===== src/rtl/mac_arbiter.sv =====
`default_nettype none
// ============================================================================
// Module      : mac_arbiter
// Description : Round-robin front end for one shared multiply-add datapath
//               (o = a*b + c, registered). Accepts one request at a time,
//               drives and holds the MAC operands, waits out the MAC latency,
//               captures the result and returns it with the requester id over
//               a valid/ready response channel.
// Ports       : clk, rst                 - clock, synchronous active-high reset
//               req_valid/req_ready      - per-requester handshake (ready one-hot)
//               req_a/req_b/req_c        - packed per-requester operands
//               mac_a/mac_b/mac_c/mac_o  - connection to the shared MAC
//               rsp_valid/rsp_ready      - response handshake
//               rsp_id/rsp_o             - owner index and result
//               busy                     - high whenever an op is in progress
//               ops_done                 - completed responses, wraps at 2^32
// Revision    : 1.0 - initial release
// ============================================================================
module mac_arbiter #(
    parameter int BITS    = 64,
    parameter int NREQ    = 4,
    parameter int MAC_LAT = 1
) (
    input  logic                       clk,
    input  logic                       rst,
    input  logic [NREQ-1:0]            req_valid,
    output logic [NREQ-1:0]            req_ready,
    input  logic [NREQ*BITS-1:0]       req_a,
    input  logic [NREQ*BITS-1:0]       req_b,
    input  logic [NREQ*2*BITS-1:0]     req_c,
    output logic [BITS-1:0]            mac_a,
    output logic [BITS-1:0]            mac_b,
    output logic [2*BITS-1:0]          mac_c,
    input  logic [2*BITS-1:0]          mac_o,
    output logic                       rsp_valid,
    input  logic                       rsp_ready,
    output logic [$clog2(NREQ)-1:0]    rsp_id,
    output logic [2*BITS-1:0]          rsp_o,
    output logic                       busy,
    output logic [31:0]                ops_done
);

    localparam int c_IDW  = $clog2(NREQ);
    localparam int c_CNTW = (MAC_LAT > 0) ? $clog2(MAC_LAT + 1) : 1;

    localparam logic [1:0] c_ST_IDLE = 2'd0;
    localparam logic [1:0] c_ST_WAIT = 2'd1;
    localparam logic [1:0] c_ST_RESP = 2'd2;

    logic [1:0]          r_state;
    logic [c_IDW-1:0]    r_last;
    logic [c_IDW-1:0]    r_id;
    logic [c_CNTW-1:0]   r_cnt;
    logic [BITS-1:0]     r_mac_a;
    logic [BITS-1:0]     r_mac_b;
    logic [2*BITS-1:0]   r_mac_c;
    logic                r_rsp_valid;
    logic [c_IDW-1:0]    r_rsp_id;
    logic [2*BITS-1:0]   r_rsp_o;
    logic [31:0]         r_ops_done;

    logic                w_gnt_vld;
    logic [c_IDW-1:0]    w_gnt_idx;
    logic [NREQ-1:0]     w_ready;

    // Round-robin search starting just after the last grant. The loop runs
    // from the farthest candidate back to the nearest so the nearest valid
    // requester is the final (winning) assignment.
    always_comb begin
        logic [c_IDW-1:0] v_idx;
        w_gnt_vld = 1'b0;
        w_gnt_idx = '0;
        v_idx     = '0;
        for (int k = NREQ; k >= 1; k--) begin
            v_idx = c_IDW'((int'(r_last) + k) % NREQ);
            if (req_valid[v_idx]) begin
                w_gnt_vld = 1'b1;
                w_gnt_idx = v_idx;
            end
        end
    end

    // Ready is only offered while idle, so at most one requester sees it.
    always_comb begin
        w_ready = '0;
        if (r_state == c_ST_IDLE && w_gnt_vld) begin
            w_ready[w_gnt_idx] = 1'b1;
        end
    end

    always_ff @(posedge clk) begin
        if (rst) begin
            r_state     <= c_ST_IDLE;
            r_last      <= c_IDW'(NREQ - 1);  // requester 0 wins first
            r_id        <= '0;
            r_cnt       <= '0;
            r_mac_a     <= '0;
            r_mac_b     <= '0;
            r_mac_c     <= '0;
            r_rsp_valid <= 1'b0;
            r_rsp_id    <= '0;
            r_rsp_o     <= '0;
            r_ops_done  <= '0;
        end else begin
            case (r_state)
                c_ST_IDLE: begin
                    if (w_gnt_vld) begin
                        r_mac_a <= req_a[w_gnt_idx*BITS +: BITS];
                        r_mac_b <= req_b[w_gnt_idx*BITS +: BITS];
                        r_mac_c <= req_c[w_gnt_idx*2*BITS +: 2*BITS];
                        r_id    <= w_gnt_idx;
                        r_last  <= w_gnt_idx;
                        r_cnt   <= c_CNTW'(MAC_LAT);
                        r_state <= c_ST_WAIT;
                    end
                end
                c_ST_WAIT: begin
                    // Operands stay untouched here so the MAC sees them
                    // stable for its whole latency.
                    if (r_cnt == '0) begin
                        r_rsp_o     <= mac_o;
                        r_rsp_id    <= r_id;
                        r_rsp_valid <= 1'b1;
                        r_state     <= c_ST_RESP;
                    end else begin
                        r_cnt <= r_cnt - c_CNTW'(1);
                    end
                end
                c_ST_RESP: begin
                    if (rsp_ready) begin
                        r_rsp_valid <= 1'b0;
                        r_ops_done  <= r_ops_done + 32'd1;
                        r_state     <= c_ST_IDLE;
                    end
                end
                default: begin
                    r_state <= c_ST_IDLE;
                end
            endcase
        end
    end

    assign req_ready = w_ready;
    assign mac_a     = r_mac_a;
    assign mac_b     = r_mac_b;
    assign mac_c     = r_mac_c;
    assign rsp_valid = r_rsp_valid;
    assign rsp_id    = r_rsp_id;
    assign rsp_o     = r_rsp_o;
    assign busy      = (r_state != c_ST_IDLE);
    assign ops_done  = r_ops_done;

endmodule
`default_nettype wire

===== config.mk =====
export PLATFORM = sky130hd
export DESIGN_NAME = mac_arbiter
export DESIGN_NICKNAME = d
export VERILOG_FILES = /design/src/rtl/mac_arbiter.sv
export SDC_FILE = /design/constraint.sdc
export NUM_CORES = 1
export LEC_CHECK = 0
export CORE_AREA = 2 2 625 627
export CTS_CLUSTER_SIZE = 28
export DETAILED_ROUTE_END_ITERATION = 10
export DIE_AREA = 0 0 627 629
export PLACE_DENSITY_LB_ADDON = 0.1
export SYNTH_ARGS = -nofsm -noshare
export SYNTH_HDL_FRONTEND = slang
export SYNTH_SLANG_ARGS = --single-unit

===== constraint.sdc =====
create_clock -name clk -period 2.5 [get_ports clk]
set_input_delay 0.5 -clock clk [delete_from_list [all_inputs] [get_ports clk]]
set_output_delay 0.5 -clock clk [all_outputs]
set_load 0.02 [all_outputs]

==> results of run 1 <==
cell usage in the layout, fill, tap and decap left out, drive strengths merged, types with 46 or more instances in the layout:
master | Yosys | final
nand2 | 533 | 533
dfxtp | 426 | 426
nand4 | 263 | 263
mux2i | 256 | 256
a21oi | 141 | 141
diode | 0 | 46
o31ai | 257 | 257
buf | 88 | 409
clkbuf | 250 | 118
dlygate4sd2 | 0 | 61
a21bo | 256 | 256
o211ai | 256 | 256
clkdlybuf4s50 | 0 | 1515
what timing repair did:
item                                    CTS  global route
cloned                                    0             1
pin swaps                                10             9
hold buffers                              1             0
hold endpoints to repair                  3             0
gates resized for setup                 102            26
buffers inserted                         14             9
endpoints found under the setup margin   83            71
cells by family (layout without fill, tap and decap cells):
kind of cell | count (synthesis) | in the layout | share of synthesized area
other | 0 | 46 | 0
buffers and inverters | 344 | 2125 | 0.0626
adder cells (fa/ha/maj) | 1 | 1 | 0.000502
flip-flops | 426 | 426 | 0.342
XOR/XNOR | 28 | 28 | 0.00984
AO/OA/AOI/OAI | 920 | 920 | 0.314
AND/OR/NAND/NOR | 897 | 897 | 0.168
multiplexers | 256 | 256 | 0.103
routing by layer:
layer  global-route usage  up-vias  routed length (um)
li1                     -    14257                   -
met1                0.130    14837               93800
met2                0.229     1181              132000
met3               0.0375      325               18200
met4               0.0252       66                5410
met5                    0        -                 430
cells in the mapped netlist, drive strengths merged, types with 9 or more instances:
master,count
a21bo,256
a21oi,141
buf,88
clkbuf,250
dfxtp,426
mux2i,256
nand2,533
nand3,10
nand4,263
nor2,44
nor3,13
nor4,12
o211ai,256
o31ai,257
xnor2,19
xor2,9
through the flow:
step / cells / TNS, ns / total power, mW / cell area, um^2 / util
after floorplan: 2872 / -0.000263 / 13.6 / 24900 / -
after global placement: 9698 / -149.16 / 22.1 / 49900 / 0.129
after detailed placement: 9698 / -144.20 / 22.0 / 49900 / 0.129
after CTS: 9840 / -4.07 / 34.2 / 52700 / 0.136
after global routing: 9870 / -0.691 / 34.9 / 52900 / 0.137
final: 9896 / -0.257 / 33.1 / 53000 / 0.137
critical path: cells and delay by family:
family / cells / cell delay [ns]
compound gates: 1 / 0.25
buf+inv: 4 / 1.01
simple gates: 2 / 0.30
final cells by class:
type / instances / area (um^2)
fillers: 44163 / 335000
repair buffers: 1989 / 20100
multi-input cells: 2102 / 15200
flip-flops and latches: 426 / 8530
well taps: 5197 / 6500
clock buffers: 116 / 2330
clock inverters: 14 / 240
diodes: 46 / 115
inverters: 6 / 22.5
registers in the layout, indices dropped and copies added (netlist names):
name / cells
ops_done: 32
rsp_valid: 1
r_state: 2
r_last: 2
mac_b: 64
rsp_o: 128
mac_c: 128
rsp_id: 2
r_id: 2
mac_a: 64
r_cnt: 1
report_power, final:
group | leakage [nW] | switching (mW) | internal (mW)
registers | 3.50 | 0.676 | 7.79
clock network | 1.25 | 4.48 | 6.91
logic | 14.3 | 6.97 | 6.23
final timing paths:
check                    start      endpoint  slack [ns]  cells past startpoint
setup / recovery  req_valid[1]  req_ready[1]       -0.09                      7
hold / removal       mac_o[27]     rsp_o[27]        0.24                      3
setup reg to reg     r_last[0]     mac_c[84]        0.06                      8
hold reg to reg        r_id[1]     rsp_id[1]        0.39                      2
==> metrics.txt, run 1 <==
EDFF count, synth 0; final wirelength 250000 um; GRT overflow 0; Period Utilization, post-route 1.03; max-slew violations 0; HP Class input pin to flip-flop; Netlist cell types 43; unrepaired setup endpoints after global routing yes; Synth Warn # 0; Port-buffer cells 1582; Net Count, Synth 4032; final hold vios 0; # DRC 0; fin worst setup slack -0.0854 ns; number of global-route vias before repair 32.3k; slowest cell on the critical path clkdlybuf4s50_1; clk sink count 426; Die Y 629 um; failing checks negative setup slack; worst-path fanout max 4; Die Span X 627 um; CORE AREA 388000 um^2; final estimated routing congestion in global placement 0.817; cell breakdown of the critical path clkdlybuf4s50_1 > buf_4 > o21a_4 > nor3_4 > clkbuf_16 > nor3_4 > buf_12; # IOs 1583; DRT antenna net count 0; Cell Rows 229; Avg Cell Area, Syn 8.68 um^2; worst-margin pin slew 0.844 ns; Max transition margin 0.432; skew final 0.0831 ns; vias per inst 3.10; post-synth top area cell dfxtp_1; Yosys reg bits 426; total track usage 0.121; Worst-path clk slew 0.06 ns; required time of the critical path 2.00 ns; critical path startpoint category input pin; Die ar. 394000 um^2; fmax 0.387 GHz; top_reg_cell synth dfxtp_1; 1st-pass router iterations 5; initial antenna violation count 155; Skew-Pair Late Insertion Delay 0.80 ns; ratio of cells with drive above 1 in the final layout 0.178; Starting Density 0.0643; Max-Cap Viols 0; Critical Path AT 2.09 ns; CTS max path bufs 4; Setup-failing EPs final 4; H-tree depth 3; leakage power 19.1 nW; Peak VDD IR 0.397 mV; max incr delay on CP 0.48 ns; Setup crit end kind output port; min cycle time layout 2.59 ns; hold slack 0.244 ns; Syn Inst Count 2872; Async SR Flop Fraction 0; DRT iter0 DRCs 1317; cell mode on critical path nor3_4; first-pass GRT wire length 322000 um; DP HPWL 204000 um; sequential area share after synthesis 0.342; status complete, but fails checks; # nets final 5764; CTS Buf Count 79; Synth top area share 0.342; Root Buffer clkbuf_16; synth top area cells dfxtp_1 (34%), mux2i_1 (10%), nand2_1 (8.0%), o31ai_1 (7.7%), nand4_1 (6.6%); via count 30.7k; Mapped Area 24900 um^2; TritonCTS clock tree built; Synth-to-Final Area Change 113%; pre-CTS setup slack -1.00 ns; WL/cell 25.3 um; Crit Path Class input pin to output port; Power per Cell Area 624 nW/um^2; largest net degree at the start of global routing 129
Power figures use the tool's default switching activity.
==> run 2, diff against run 1 <==
--- a/config.mk
+++ b/config.mk
@@ -9,7 +9,6 @@
 export CTS_CLUSTER_SIZE = 28
 export DETAILED_ROUTE_END_ITERATION = 10
 export DIE_AREA = 0 0 627 629
-export PLACE_DENSITY_LB_ADDON = 0.1
 export SYNTH_ARGS = -nofsm -noshare
 export SYNTH_HDL_FRONTEND = slang
 export SYNTH_SLANG_ARGS = --single-unit
==> metrics.txt, run 2 (synthesis gave the netlist of run 1 again) <==
status complete, but fails checks; failing checks negative setup slack; leakage power 19.5 nW; Port-buffer cells 1582; fmax 0.385 GHz; Peak VDD IR 0.450 mV; # nets final 5741; critical path startpoint category flip-flop; Skew-Pair Late Insertion Delay 0.77 ns; Die ar. 394000 um^2; final wirelength 316000 um; skew final 0.0779 ns; TritonCTS clock tree built; Power per Cell Area 615 nW/um^2; most frequent cells in the layout clkdlybuf4s50_1 (1442), nand2_1 (532), dfxtp_1 (422), buf_4 (272), nand4_1 (263); Die Y 629 um; first-pass GRT wire length 381000 um; Period Utilization, post-route 1.04; DRT antenna net count 0; GRT overflow 0; # IOs 1583; Max transition margin 0.434; Max-Cap Viols 0; via count 33.4k; clk sink count 426; Critical Path AT 2.10 ns; commonest non-fill, non-tap cell in the layout clkdlybuf4s50_1; unrepaired setup endpoints after global routing yes; final estimated routing congestion in global placement 0.977; total track usage 0.152; Synth-to-Final Area Change 116%; max-slew violations 0; cell breakdown of the critical path nand2b_4 > buf_6 > a21oi_4 > nor3_4 > buf_4 > nor3_4 > buf_6; number of global-route vias before repair 31.4k; max incr delay on CP 0.36 ns; HP Class input pin to flip-flop; hold path cells 3; Cell Rows 229; CTS max path bufs 4; worst-margin pin slew 0.849 ns; # DRC 0; vias per inst 3.37; CORE AREA 388000 um^2; Die Span X 627 um; fin worst setup slack -0.0989 ns; Worst-path clk slew 0.06 ns; initial antenna violation count 317; ratio of cells with drive above 1 in the final layout 0.189; Setup crit end kind output port; Post-CTS Hold Fix Bufs 0; DP HPWL 275000 um; largest net degree at the start of global routing 97; WL/cell 31.9 um; min cycle time layout 2.60 ns; Setup-failing EPs final 43; slowest cell on the critical path dfxtp_4; Register-to-Register Path Depth 10; Root Buffer clkbuf_16; Setup TNS -1.20 ns; Starting Density 0.0643; 1st-pass router iterations 5; final hold vios 0; H-tree depth 3; Pwr Total 33.2 mW; DRT iter0 DRCs 2968; CTS Buf Count 70; worst-path fanout max 3; Crit Path Class flip-flop to output port; required time of the critical path 2.00 ns
## run 2: cell count changes in the layout (fill, tap and decap cells not counted), moves of 10 or more
cell,before,now
buf_12,95,109
a21bo_2,118,55
mux2i_2,20,9
dlygate4sd2_1,61,93
buf_4,302,272
buf_16,2,16
buf_6,10,23
a21bo_1,138,116
mux2i_4,2,12
a21bo_4,0,85
clkdlybuf4s50_1,1515,1442
diode_2,46,93
## run 2: critical path: cells and delay by family, from the launching register on
| family | cells | cell delay (ns) |
|---|---|---|
| AO/OA/AOI/OAI | 1 | 0.18 |
| flip-flops | 1 | 0.36 |
| buffers and inverters | 3 | 0.43 |
| AND/OR/NAND/NOR | 3 | 0.34 |
## run 2: layout make-up
| cell class | instances | area (um^2) |
|---|---|---|
| Tap cell | 5197 | 6500 |
| Clock inverter | 29 | 333 |
| Antenna cell | 93 | 233 |
| Fill cell | 44125 | 334000 |
| Multi-Input combinational cell | 2102 | 15800 |
| Clock buffer | 91 | 1950 |
| Inverter | 6 | 22.5 |
| Timing Repair Buffer | 1975 | 20600 |
| Sequential cell | 426 | 8540 |
## run 2: routing by layer
metal	share of wire	global-route usage	wire length, um
met4	0.050	0.0566	16000
met5	0.0029	0	918
met3	0.11	0.0626	33800
met1	0.34	0.156	108000
met2	0.50	0.274	157000
## run 2: through the flow
| stage | utilization | cell area, um^2 | cells | setup slack (ns) | hold slack [ns] |
|---|---|---|---|---|---|
| 3_3_place_gp | 0.128 | 49700 | 9652 | -1.30 | 0.444 |
| 5_1_grt | 0.139 | 53800 | 9878 | -0.180 | 0.0270 |
| 3_5_place_dp | 0.128 | 49700 | 9652 | -1.26 | 0.447 |
| 2_1_floorplan | - | 24900 | 2872 | -0.000263 | 0.432 |
| 4_1_cts | 0.137 | 53300 | 9815 | -0.229 | 0.00164 |
| 6_report | 0.139 | 53900 | 9919 | -0.0989 | 0.0732 |
## run 2: where the power goes
| group | switching, mW | internal [mW] |
|---|---|---|
| Clock | 4.27 | 6.04 |
| Sequential | 0.710 | 7.79 |
| Combinational | 7.89 | 6.47 |
## run 2: path summary, 6_finish.rpt
| kind | endpoint | from | slack (ns) |
|---|---|---|---|
| max | req_ready[1] | r_last[0] | -0.1 |
| min | r_last[1] | rst | 0.07 |
| max reg2reg | mac_c[39] | r_last[0] | -0.06 |
| min reg2reg | rsp_o[49] | rsp_o[49] | 0.45 |
## run 2: repair_timing
action	CTS	global route
pin swaps	10	9
cloned	18	11
setup buffers	35	23
resized for setup	255	75
setup endpoints to repair	246	243
